[config.mk]
export PLATFORM = sky130hd
export DESIGN_NAME = mem_arbiter
export DESIGN_NICKNAME = d
export VERILOG_FILES = /design/src/rtl/mem_arbiter.sv
export SDC_FILE = /design/constraint.sdc
export NUM_CORES = 1
export LEC_CHECK = 0
export CORE_AREA = 2 2 216 218
export DETAILED_ROUTE_END_ITERATION = 10
export DIE_AREA = 0 0 218 220
export GPL_TIMING_DRIVEN = 0
export PLACE_DENSITY = 0.54
export SYNTH_ARGS = -nofsm -noshare
export SYNTH_HDL_FRONTEND = slang
export SYNTH_SLANG_ARGS = --single-unit
export TNS_END_PERCENT = 20
[constraint.sdc]
create_clock -name clk -period 3.5 [get_ports clk]
set_input_delay 0.7 -clock clk [delete_from_list [all_inputs] [get_ports clk]]
set_output_delay 0.7 -clock clk [all_outputs]
set_load 0.05 [all_outputs]
[src/rtl/mem_arbiter.sv]
`default_nettype none
// mem_arbiter: two-port arbiter in front of a single-ported synchronous memory.
// One grant per cycle, one-cycle read return, saturating per-port grant counters.
module mem_arbiter #(
   parameter int DATA_W = 64,
   parameter int RR     = 1
) (
   input  logic              clk,
   input  logic              rst,
   input  logic              p0_req,
   input  logic              p1_req,
   input  logic              p0_we,
   input  logic              p1_we,
   input  logic [31:0]       p0_addr,
   input  logic [31:0]       p1_addr,
   input  logic [DATA_W-1:0] p0_wdata,
   input  logic [DATA_W-1:0] p1_wdata,
   output logic              p0_gnt,
   output logic              p1_gnt,
   output logic              p0_rvalid,
   output logic              p1_rvalid,
   output logic [DATA_W-1:0] p0_rdata,
   output logic [DATA_W-1:0] p1_rdata,
   output logic              mem_rd_en,
   output logic              mem_wr_en,
   output logic [31:0]       mem_addr,
   output logic [DATA_W-1:0] mem_wr_data,
   input  logic [DATA_W-1:0] mem_rd_data,
   output logic [31:0]       p0_gcnt,
   output logic [31:0]       p1_gcnt
);

   logic              last;
   logic              pend_v;
   logic              pend_port;
   logic [DATA_W-1:0] hold0;
   logic [DATA_W-1:0] hold1;

   // last holds the most recently granted port; the other port wins a tie.
   always_comb begin
      p0_gnt = 1'b0;
      p1_gnt = 1'b0;
      if (!rst) begin
         if (p0_req && p1_req) begin
            if (RR != 0 && !last) begin
               p1_gnt = 1'b1;
            end else begin
               p0_gnt = 1'b1;
            end
         end else begin
            p0_gnt = p0_req;
            p1_gnt = p1_req;
         end
      end
   end

   always_comb begin
      mem_rd_en   = 1'b0;
      mem_wr_en   = 1'b0;
      mem_addr    = '0;
      mem_wr_data = '0;
      if (p0_gnt) begin
         mem_rd_en   = !p0_we;
         mem_wr_en   = p0_we;
         mem_addr    = p0_addr;
         mem_wr_data = p0_wdata;
      end else if (p1_gnt) begin
         mem_rd_en   = !p1_we;
         mem_wr_en   = p1_we;
         mem_addr    = p1_addr;
         mem_wr_data = p1_wdata;
      end
   end

   // Gating with rst drops a read whose return cycle coincides with reset.
   assign p0_rvalid = pend_v && !pend_port && !rst;
   assign p1_rvalid = pend_v &&  pend_port && !rst;
   assign p0_rdata  = rst ? '0 : (p0_rvalid ? mem_rd_data : hold0);
   assign p1_rdata  = rst ? '0 : (p1_rvalid ? mem_rd_data : hold1);

   always_ff @(posedge clk) begin
      if (rst) begin
         last      <= 1'b0;
         pend_v    <= 1'b0;
         pend_port <= 1'b0;
         hold0     <= '0;
         hold1     <= '0;
         p0_gcnt   <= '0;
         p1_gcnt   <= '0;
      end else begin
         if (p0_gnt || p1_gnt) begin
            last <= p1_gnt;
         end
         pend_v    <= (p0_gnt && !p0_we) || (p1_gnt && !p1_we);
         pend_port <= p1_gnt;
         if (p0_rvalid) begin
            hold0 <= mem_rd_data;
         end
         if (p1_rvalid) begin
            hold1 <= mem_rd_data;
         end
         if (p0_gnt && p0_gcnt != 32'hFFFF_FFFF) begin
            p0_gcnt <= p0_gcnt + 32'd1;
         end
         if (p1_gnt && p1_gcnt != 32'hFFFF_FFFF) begin
            p1_gcnt <= p1_gcnt + 32'd1;
         end
      end
   end

endmodule
`default_nettype wire

==> results of run 1 <==
-- cells by family (layout without fill, tap and decap cells) --
logic type,after synthesis,count (layout)
xor+xnor,22,22
other cells,0,1
simple gates,446,446
compound gates,309,309
fa+ha+maj,2,2
flops,195,195
mux,11,11
buf+inv,91,676
-- power groups by stage --
stage	logic, mW	registers [mW]	clock network, mW
after floorplan	0.696	2.35	0
after global placement	1.42	2.34	0
after detailed placement	1.42	2.34	0
after CTS	1.35	2.29	2.09
after global routing	1.41	2.30	2.18
final	1.35	2.29	2.03
-- synthesized netlist by cell type (3+ instances only) --
| cell type | count |
|---|---|
| nor4_1 | 10 |
| clkbuf_1 | 58 |
| xnor2_1 | 17 |
| nand3_1 | 19 |
| or3_1 | 12 |
| o21ai_1 | 3 |
| a211oi_1 | 6 |
| nor3_1 | 4 |
| nand2b_1 | 5 |
| nor2_1 | 33 |
| o21ai_0 | 6 |
| a22o_1 | 97 |
| or4_1 | 12 |
| buf_1 | 13 |
| a21oi_1 | 160 |
| nor2b_1 | 9 |
| and4_1 | 9 |
| o41ai_1 | 3 |
| a2111oi_0 | 4 |
| and3_1 | 7 |
| buf_2 | 4 |
| inv_1 | 14 |
| nand4_1 | 19 |
| dfxtp_1 | 195 |
| mux2i_1 | 6 |
| nand2_1 | 289 |
| xor2_1 | 5 |
| mux2_2 | 4 |
| o31ai_1 | 15 |
-- repair_timing --
| item | 4_1_cts | 5_1_grt |
|---|---|---|
| setup endpoints to repair | 230 | 105 |
| gates resized for setup | 668 | 40 |
| setup buffers | 1 | 0 |
-- state kept, by name, summed over array words and instances (netlist names) --
name	count
hold0	64
hold1	64
last	1
p0_gcnt	32
p1_gcnt	32
pend_port	1
pend_v	1
-- per-stage QoR --
stage	setup TNS, ps	cells	cell area [sq um]	utilization, %	setup slack, ps
6_report	0	2269	15200	33.2	93.0
5_1_grt	-33.4	2269	15200	33.2	-22.9
4_1_cts	-14.0	2268	15300	33.3	-14.0
3_3_place_gp	-263160	2238	15000	32.8	-1430
3_5_place_dp	-279360	2238	15000	32.8	-1500
2_1_floorplan	0	1076	8710	-	501
-- worst max path at each step --
stage / startpoint / endpoint / slack (ps)
after floorplan: p1_req / mem_addr[22] / 500
after global placement: rst / p0_rdata[4] / -1430
after detailed placement: rst / p0_rdata[4] / -1500
after CTS: p1_req / mem_addr[24] / -10
after global routing: rst / p0_rvalid / -20
final: p1_req / mem_addr[23] / 90
-- area by class of cell --
cell class / instances / area [sq um]
inverters: 15 / 58.8
clock buffers: 20 / 457
fillers: 4937 / 30600
multi-input cells: 790 / 4460
well taps: 607 / 759
diodes: 1 / 2.50
repair buffers: 556 / 5070
plain buffers: 75 / 392
flip-flops and latches: 195 / 3900
clock inverters: 10 / 131
-- metal layers --
layer | up-vias | wire length (um) | global-route usage (%)
met3 | 48 | 3360 | 5.88
met2 | 419 | 23600 | 32.7
met5 | - | 0 | 0
li1 | 4975 | - | -
met4 | 0 | 1010 | 5.26
met1 | 4932 | 19200 | 22.2
-- critical path: stages --
cell and delay, ps:
clkdlybuf4s50_1 520, nor2b_2 230, nand2_1 180, inv_2 130
buf_2 290, a22o_1 260, clkdlybuf4s15_2 390
==> flow_summary_export.csv, run 1 <==
group,metric,value,unit
detailed_routing,drt_iter0_drc,472,
placed_design,dp_hpwl,38000,um
synthesis,synth_xor_area_share,2.21,%
sta,setup_violations,0,
power,intPower,3.92,mW
synthesis,muxShareOfSynthArea,1.34,%
finish,final_cell_mix,"324 x clkdlybuf4s50_1, 288 x nand2_1, 195 x dfxtp_1",
setup_path,crit_type,"input pin to output pin",
synthesis,ys.flop_type,"dfxtp_1",
detailed_routing,post_drt_wl_per_cell,20.8,um
global_routing,antenna_found_initial,2,
global_routing,grtUsageTotal,18.8,%
hold_path,min_to,"hold1[22]$_DFF_P_",
cts,cts_buffers,17,
hold_path,min_from,"hold1[22]$_DFF_P_",
floorplan,start_util,19.0,%
sta,slew_viol_final,0,
detailed_routing,drtAntennaViolNets,0,
synthesis,synth_top_area_cell,"dfxtp_1",
sta,period_needed,3410,ps
power,p_seq_share,40.5,%
floorplan,dieArea,0.0480,sq mm
synthesis,synth_async_sr_flop_share,0,%
floorplan,dieHeight,220,um
synthesis,yosysSeqAreaShare,44.8,%
cts,htree_levels,4,
run,drv_cap,0,
power,swShare,30.8,%
finish,final_nets,1914,
detailed_routing,vias,10374,
sta,tightest_slew,860,ps
placed_design,gp_congestion,0.860,
power,total_power,5.67,mW
setup_path,reg2regPathDepth,7,
sta,max_slew_margin,42.2,%
floorplan,die_w,218,um
synthesis,yosysTopAreaCellShare,44.8,%
floorplan,coreArea,0.0459,sq mm
sta,fmax,0.294,GHz
power,pwr-share-comb,23.7,%
synthesis,synthAdderAreaFrac,0.287,%
synthesis,yosys-top-cells-area,"dfxtp_1 45%, nand2_1 12%, a22o_1 9.8%, a21oi_1 9.2%, clkbuf_1 2.5%",
cts,clk_pin_slew_worst_paths,70,ps
sta,finClkSkew,12.5,ps
detailed_routing,drc,0,
synthesis,synthDistinctLibCells,59,
sta,rsz0062_at_grt,"true",
synthesis,synth-edff-count,0,
cts,cts_tree,"built",
floorplan,pin_count,556,
power,peakVddDrop,349,uV
setup_path,ff2ff_setup_slack,750,ps
sta,hold_viol,0,
hold_path,hold_depth,2,
power,p_per_area,372,mW/mm^2
setup_path,arrival,2710,ps
global_routing,grt_pass1_vias,10111,
sta,holdWs,457,ps
setup_path,r2r-start,"p1_gcnt[0]$_SDFFE_PP0P_",
synthesis,synth_compound_area_share,23.5,%
synthesis,synth_top_family_by_area,"simple AND/OR/NAND/NOR gates",
detailed_routing,wl,47200,um
finish,area_growth,74.9,%
setup_path,crit_required,2800,ps
finish,final_common_cell,"clkdlybuf4s50_1",
global_routing,grt_max_degree,17,
setup_path,worstReg2RegEnd,"p1_gcnt[23]$_SDFFE_PP0P_",
synthesis,synth_nets,1340,
global_routing,grt_first_pass_wirelength,66100,um
synthesis,syn-mean-instance-area,8.09,sq um
synthesis,postSynthCellCount,1076,
detailed_routing,drt_first_pass_iters,6,
placed_design,port_buffers,555,
cts,insertion_delay,460,ps
hold_path,hp-class,"flip-flop to flip-flop",
run_status,run_status,"completed",
detailed_routing,via_per_inst,4.57,
power,leakagePower,6.04,nW
cts,cts_root_buf,"clkbuf_16",
setup_path,cp-end-kind,"output pin",
floorplan,rows,79,
cts,ctsHoldBuffers,0,
setup_path,cp_max_fo,10,
synthesis,ys.warnings.count,0,
finish,drive_above_1_share,12.9,%
setup_path,start_kind,"input pin",
cts,clkSinkCount,195,
power,switching_power,1.75,mW
global_routing,grt_overflow,0,
cts,cts_buffer_depth,2,
power,clockPowerShare,35.8,%
synthesis,syn_area,0.00871,sq mm
sta,period_share,97.3,%
synthesis,synth_seq_cells,195,
synthesis,synth_simple_gate_area_share,23.8,%
No activity file was read; power rests on OpenSTA's default activity.
==> run 2, diff against run 1 <==
--- a/config.mk
+++ b/config.mk
@@ -5,9 +5,9 @@
 export SDC_FILE = /design/constraint.sdc
 export NUM_CORES = 1
 export LEC_CHECK = 0
-export CORE_AREA = 2 2 216 218
+export CORE_AREA = 3 3 217 219
 export DETAILED_ROUTE_END_ITERATION = 10
-export DIE_AREA = 0 0 218 220
+export DIE_AREA = 0 0 220 222
 export GPL_TIMING_DRIVEN = 0
 export PLACE_DENSITY = 0.54
 export SYNTH_ARGS = -nofsm -noshare
==> run 2 against run 1 <==
Compared with the run above:
- the run now ends with setup timing left
- hold slack lost 2.3 ps
- utilization up 0.96 points
- flip-flop and latch count stayed put
- register-to-register slack improved by 20 ps
- final cell count rose by 0.57%
- sequential power about the same
- clock power about the same
- setup slack worse by 260 ps
- design area grew 1.6%
- critical path type unchanged
==> flow_summary_export.csv, run 2 (synthesis results as in run 1) <==
group,metric,value,unit
sta,rsz0062_at_grt,"true",
setup_path,cp_max_fo,10,
finish,drive_above_1_share,12.9,%
run_status,violations,"setup timing",
floorplan,dieHeight,222,um
finish,final_cells,2282,
cts,cts-resized-gates,510,
placed_design,dp_hpwl,42900,um
floorplan,pin_count,556,
cts,clk_pin_slew_worst_paths,70,ps
finish,design_area,0.0155,sq mm
sta,fmax,0.273,GHz
setup_path,cp-startpoint,"rst",
detailed_routing,drc,0,
run,drv_cap,0,
sta,period_share,105,%
finish,num-fill-cells,4869,
cts,insertion_delay,460,ps
hold_path,min_from,"hold1[43]$_DFF_P_",
finish,final_common_cell,"clkdlybuf4s50_1",
power,total_power,5.69,mW
finish,final_nets,1913,
power,p_seq_share,40.3,%
setup_path,arrival,2960,ps
detailed_routing,drtAntennaViolNets,0,
cts,clkSinkCount,195,
finish,area_growth,77.7,%
sta,slew_viol_final,0,
power,swShare,31.2,%
placed_design,dp_cells,2231,
global_routing,grt_overflow,0,
detailed_routing,vias,10485,
cts,cts_tree,"built",
cts,cts_buffer_depth,2,
sta,hold_viol,0,
hold_path,hold_depth,2,
detailed_routing,drt_first_pass_iters,5,
sta,tightest_slew,842,ps
power,clockPowerShare,35.9,%
cts,cts_root_buf,"clkbuf_16",
power,intPower,3.92,mW
detailed_routing,wl,51800,um
run_status,run_status,"finished with violations",
sta,setup_ws,-165,ps
floorplan,dieArea,0.0488,sq mm
finish,top_regs,"hold0 x64, hold1 x64",
global_routing,grt_first_pass_wirelength,73100,um
cts,cts_setup_buffers,0,
cts,htree_levels,4,
sta,holdWs,455,ps
sta,period_needed,3660,ps
power,switching_power,1.77,mW
cts,ctsHoldBuffers,0,
detailed_routing,post_drt_wl_per_cell,22.7,um
sta,max_slew_margin,43.4,%
finish,final_cell_mix,"335 x clkdlybuf4s50_1, 289 x nand2_1, 195 x dfxtp_1",
floorplan,coreArea,0.0453,sq mm
power,peakVddDrop,291,uV
global_routing,grt_max_degree,17,
global_routing,grt_pass1_vias,10551,
placed_design,port_buffers,555,
setup_path,start_kind,"input pin",
detailed_routing,drt_iter0_drc,461,
setup_path,r2r-start,"p1_gcnt[0]$_SDFFE_PP0P_",
placed_design,gp_congestion,0.939,
detailed_routing,via_per_inst,4.59,
setup_path,worstReg2RegEnd,"p1_gcnt[23]$_SDFFE_PP0P_",
global_routing,grtUsageTotal,20.7,%
floorplan,start_util,19.2,%
hold_path,hp-class,"flip-flop to flip-flop",
power,pwr-share-comb,23.9,%
sta,setup_violations,35,
hold_path,min_to,"hold1[43]$_DFF_P_",
sta,finClkSkew,8.41,ps
setup_path,crit_type,"input pin to output pin",
floorplan,rows,78,
setup_path,reg2regPathDepth,7,
placed_design,place_area,0.0150,sq mm
floorplan,die_w,220,um
cts,cts_buffers,17,
setup_path,crit_required,2800,ps
power,leakagePower,6.48,nW
setup_path,cp-end-kind,"output pin",
global_routing,antenna_found_initial,35,
power,p_per_area,368,mW/mm^2
setup_path,ff2ff_setup_slack,770,ps
[run 2: layout make-up]
class,instances,area (sq um),share of cell area [%]
Antenna cell,20,50.0,0.323
Buffer,75,397,2.56
Clock buffer,22,484,3.13
Clock inverter,10,124,0.800
Inverter,15,58.8,0.380
Multi-Input combinational cell,790,4460,28.8
Sequential cell,195,3900,25.2
Tap cell,600,751,4.85
Timing Repair Buffer,555,5240,33.9
[run 2: per-layer routing]
layer / track usage, % / wire length [um] / vias to the layer above / share of wire [%]
met2: 37.0 / 26400 / 483 / 51
met1: 20.2 / 17600 / 4900 / 34
li1: - / - / 4996 / -
met4: 11.9 / 2950 / 6 / 5.7
met3: 7.99 / 4950 / 100 / 9.5
met5: 0 / 32 / - / 0.062
[run 2: metrics by stage]
| step | setup TNS, ps | setup WS (ps) | utilization [%] |
|---|---|---|---|
| 2_1_floorplan | 0 | 501 | - |
| 3_3_place_gp | -304000 | -1810 | 33.2 |
| 3_5_place_dp | -317070 | -1930 | 33.2 |
| 4_1_cts | -28720 | -284 | 34.4 |
| 5_1_grt | -14260 | -307 | 34.2 |
| 6_report | -2600 | -165 | 34.2 |
[run 2: power by group through the flow]
stage / Clock [mW] / Combinational (mW) / Sequential [mW]
after floorplan: 0 / 0.696 / 2.35
after global placement: 0 / 1.43 / 2.34
after detailed placement: 0 / 1.42 / 2.34
after CTS: 2.11 / 1.39 / 2.29
after global routing: 2.17 / 1.43 / 2.30
final: 2.04 / 1.36 / 2.29
[run 2: how the worst max path moves through the flow]
stage / endpoint / depth (start not counted) / slack, ps
floorplan: mem_addr[22] / 5 / 500
global placement: mem_wr_data[9] / 8 / -1810
detailed placement: mem_wr_data[9] / 8 / -1930
CTS: mem_addr[21] / 8 / -280
global route: p1_rdata[36] / 6 / -310
finish: p1_rdata[36] / 6 / -160
[run 2: critical path, stage by stage]
cell             delay, ps
dlygate4sd2_1          520
clkbuf_2               330
clkbuf_4               310
clkbuf_2               300
a21oi_1                 80
clkdlybuf4s50_1        710
